[config.mk]
export PLATFORM = sky130hd
export DESIGN_NAME = paper_cpu
export DESIGN_NICKNAME = d
export VERILOG_FILES = /design/src/rtl/paper_cpu.sv
export SDC_FILE = /design/constraint.sdc
export NUM_CORES = 1
export LEC_CHECK = 0
export ABC_AREA = 0
export BUFFER_PORTS_ARGS = -buffer_cell sky130_fd_sc_hd__buf_2
export CELL_PAD_IN_SITES_DETAIL_PLACEMENT = 1
export CELL_PAD_IN_SITES_GLOBAL_PLACEMENT = 1
export CORE_MARGIN = 2
export CORE_UTILIZATION = 43
export DETAILED_ROUTE_END_ITERATION = 6
export PLACE_DENSITY_LB_ADDON = 0.1
export SYNTH_ARGS = -nofsm -noshare
export SYNTH_HDL_FRONTEND = slang
export SYNTH_SLANG_ARGS = --single-unit
[constraint.sdc]
create_clock -name clk -period 1.94 [get_ports clk]
set_clock_uncertainty 0.1 [all_clocks]
set_input_delay 0.194 -clock clk [delete_from_list [all_inputs] [get_ports clk]]
set_output_delay 0.194 -clock clk [all_outputs]
set_load 0.01 [all_outputs]
[src/rtl/paper_cpu.sv]
// paper_cpu: parametrised multi-cycle accumulator machine.
// Loadable program memory, sticky overflow, start/halt handshake.
module paper_cpu #(
  parameter int DW = 4,
  parameter int AW = 3,
  localparam int IW = 2 + AW
) (
  input  logic          clk,
  input  logic          rst,
  input  logic          prog_we,
  input  logic [AW-1:0] prog_addr,
  input  logic [IW-1:0] prog_data,
  input  logic          start,
  output logic [DW-1:0] acc,
  output logic [AW-1:0] pc,
  output logic          ovf,
  output logic          busy,
  output logic          halted
);

  typedef enum logic [1:0] {
    IDLE,
    FETCH,
    EXEC,
    HALT
  } state_t;

  localparam logic [1:0] OP_INC = 2'b00;
  localparam logic [1:0] OP_JNO = 2'b01;
  localparam logic [1:0] OP_HLT = 2'b10;
  localparam logic [1:0] OP_CLR = 2'b11;

  state_t        state;
  state_t        state_nxt;
  logic [IW-1:0] ir;
  logic [IW-1:0] mem [2**AW];
  logic [1:0]    op;
  logic [AW-1:0] tgt;
  logic          stopped;

  assign op      = ir[IW-1 -: 2];
  assign tgt     = ir[AW-1:0];
  assign stopped = (state == IDLE) || (state == HALT);

  // Status outputs decoded from the state register only.
  assign busy   = (state == FETCH) || (state == EXEC);
  assign halted = (state == HALT);

  // State register.
  always_ff @(posedge clk or negedge rst) begin
    if (!rst) state <= IDLE;
    else      state <= state_nxt;
  end

  // Next-state logic; start only matters when not busy.
  always_comb begin
    state_nxt = state;
    unique case (state)
      IDLE:  if (start) state_nxt = FETCH;
      FETCH: state_nxt = EXEC;
      EXEC:  state_nxt = (op == OP_HLT) ? HALT : FETCH;
      HALT:  if (start) state_nxt = FETCH;
      default: state_nxt = IDLE;
    endcase
  end

  // Program memory; not reset, writable only when stopped.
  always_ff @(posedge clk) begin
    if (prog_we && stopped) mem[prog_addr] <= prog_data;
  end

  // Datapath: launch clears, fetch, and execute.
  always_ff @(posedge clk or negedge rst) begin
    if (!rst) begin
      acc <= '0;
      pc  <= '0;
      ovf <= 1'b0;
      ir  <= '0;
    end else begin
      unique case (state)
        IDLE, HALT: begin
          if (start) begin
            acc <= '0;
            pc  <= '0;
            ovf <= 1'b0;
          end
        end
        FETCH: ir <= mem[pc];
        EXEC: begin
          unique case (op)
            OP_INC: begin
              acc <= acc + DW'(1);
              if (&acc) ovf <= 1'b1;
              pc  <= pc + AW'(1);
            end
            OP_JNO: pc <= ovf ? pc + AW'(1) : tgt;
            OP_HLT: pc <= pc;
            OP_CLR: begin
              acc <= '0;
              ovf <= 1'b0;
              pc  <= pc + AW'(1);
            end
            default: pc <= pc;
          endcase
        end
        default: pc <= pc;
      endcase
    end
  end

endmodule
==> reports/qor.yml <==
die:
  fp.dieW_um: 79.2
  die_h_um: 79.2
  ioPinCount: 22
  initial_core_util_pct: 44.4
  coreArea_mm2: 0.00547
  rows: 27
  die_area_mm2: 0.00627
cts:
  clk_latency_ns: 0.31
  cts.sinks: 55
  clk_pin_slew_ns: 0.10
  htree_levels: 2
  tritoncts: "yes"
  numCtsBuffers: 5
  clockBufferDepth: 2
  clk_root_buffer_cell: "clkbuf_8"
setup_path:
  regToRegSetupSlack_ns: 0.08
  crit_arrival_ns: 1.73
  worstSetupStartpointType: "register"
  critPathMaxFanout: 6
  cp-end-kind: "register"
  cp.required_ns: 1.82
  worstSetupPathType: "reg2reg"
pwr:
  peakVddDrop_v: 0.000627
  powerDensity_mw_per_mm2: 1330
  total_leakage_power_uw: 0.00107
synthesis:
  synthArstFlopShare_pct: 27.3
  syn_nets: 200
  synth_seq_cells: 55
  ys_types: 30
  dominantRegCellSynth: "edfxtp_1"
  syn_inst: 180
  synth_top_area_share_pct: 49.4
  synth-edff-count: 40
  ys_warn_count: 0
  ys_seq_area_share_pct: 64.8
  avgSynthCellArea_um2: 13.5
  yosysTopAreaCell: "edfxtp_1"
  yosys-top-cells-area: "edfxtp_1, dfrtp_1, mux2i_1"
  netlist_area_mm2: 0.00243
sta:
  slew_viol_final: 0
  max_freq_mhz: 538
  tightest_slew_ns: 0.489
  hold_viol: 0
  finalCritPeriodShare_pct: 95.7
  slew_headroom_pct: 67.3
  rsz0062_at_grt: "true"
  fin_crit_ns: 1.86
  fin_setup_tns_ns: 0
  setup_violations: 0
  fin_ws_ns: 0.0829
global_routing:
  grt_pass1_vias: 1676
  antenna_found_initial: 0
  grt_usage_pct: 18.0
  grt_overflow: 0
  grt_first_pass_wirelength_mm: 8.40
  grt_max_degree: 25
drt:
  vias: 1512
  wl_per_cell_um: 17.8
  drt_pre_antenna_iters: 4
  first_iter_violations: 30
  drc: 0
  post_drt_via_cell_ratio: 5.32
  ant_nets: 0
  wl_mm: 5.05
hold_path:
  hold_class: "in2reg"
placed_design:
  io_buffers: 21
  pre_cts_ws_ns: 0.0194
  routabilityCongestion: 0.809
  place_inst: 275
  place_hpwl_mm: 3.75
  placed_area_mm2: 0.00264
layout:
  nNetsFinal: 231
  drive_gt1_share_pct: 19.8
  area_growth_pct: 14.3
  final_util_pct: 50.8
  final_cell_count_no_fill: 284
  final_area_mm2: 0.00278
  filler_cell_count: 572
  antenna_cells: 0
run_status:
  status: "finished, final reports clean"
run:
  maxCapViolations: 0
[logic make-up (layout without fill, tap and decap cells)]
family / Yosys count / in the layout / share of synthesized area [%]
AO/OA/AOI/OAI: 34 / 34 / 8.70
adder cells (fa/ha/maj): 8 / 8 / 4.12
buffers and inverters: 13 / 45 / 3.35
flip-flops: 55 / 55 / 64.8
AND/OR/NAND/NOR: 49 / 49 / 10.3
multiplexers: 21 / 21 / 8.65
[Yosys cell counts (2+ instances only)]
library cell  number
nand2b_1           5
dfrtp_1           15
nand2b_2           2
nor4_1             3
inv_1              9
nor2b_1            3
nand2_1           11
a21oi_1            5
nor2_1             9
buf_6              2
nand3_1            8
ha_1               8
nor3_1             3
edfxtp_1          40
o21ai_0           13
mux2i_1           21
a22oi_1           10
[timing repair]
item,in CTS,in global routing
setup buffers,0,0
resized for setup,0,5
endpoints found under the hold margin,15,0
setup endpoints to repair,0,32
hold buffers,1,0
[per-stage QoR]
step	hold WS [ns]	total power, uW
after global routing	0.106	3960
after floorplan	-0.202	2560
after CTS	0.0931	3710
after global placement	0.0181	2860
final	0.0963	3700
after detailed placement	0.0234	2940
[cell type report]
type	count	area, um2	area share [%]
flip-flops and latches	55	1580	56.8
multi-input cells	112	788	28.4
repair buffers	28	173	6.22
well taps	72	90.1	3.24
clock buffers	5	68.8	2.48
clock inverters	3	47.5	1.71
inverters	9	33.8	1.22
[critical path, cell delays in order, from the launching register on]
cell and delay (ns):
dfrtp_1 0.40, inv_1 0.06, ha_2 0.40, nand3_1 0.19
nor2_1 0.37
[routing by layer]
layer / part of all wire [%] / vias up / wire [um] / GRT usage (%)
li1: - / 730 / - / -
met1: 43 / 743 / 2190 / 21.0
met2: 52 / 29 / 2610 / 32.4
met3: 2.9 / 10 / 149 / 3.30
met4: 2.1 / 0 / 104 / 7.41
met5: 0 / - / 0 / 0
[worst paths after layout]
path,start,endpoint,cells past startpoint
worst max-delay path,state[0],mem[5][1],4
worst min-delay path,prog_data[1],mem[1][1],1
worst max register to register,state[0],mem[5][1],4
worst min register to register,acc[0],acc[0],1
max in group asynchronous,rst,ir[2],2
min in group asynchronous,rst,state[0],2
[sequential cells by signal (all words and copies together), names as in the netlist]
signal,flops
mem,40
ir,5
acc,4
pc,3
state,2
ovf,1
[layout by cell type, fill, tap and decap left out, types with 6 or more instances in the layout]
cell / instances
inv_1: 9
nand3_1: 8
nand2_1: 11
dfrtp_1: 15
mux2i_1: 21
buf_2: 21
edfxtp_1: 40
a22oi_1: 10
o21ai_0: 13
nor2_1: 6
ha_1: 7
[power breakdown]
part / internal (uW) / leakage (uW) / switching [uW] / total [uW]
Clock: 392 / 0.0000587 / 380 / 772
Combinational: 551 / 0.000455 / 837 / 1390
Sequential: 1430 / 0.000555 / 111 / 1540
Total: 2370 / 0.00107 / 1330 / 3700
(Power assumes the default switching activity.)
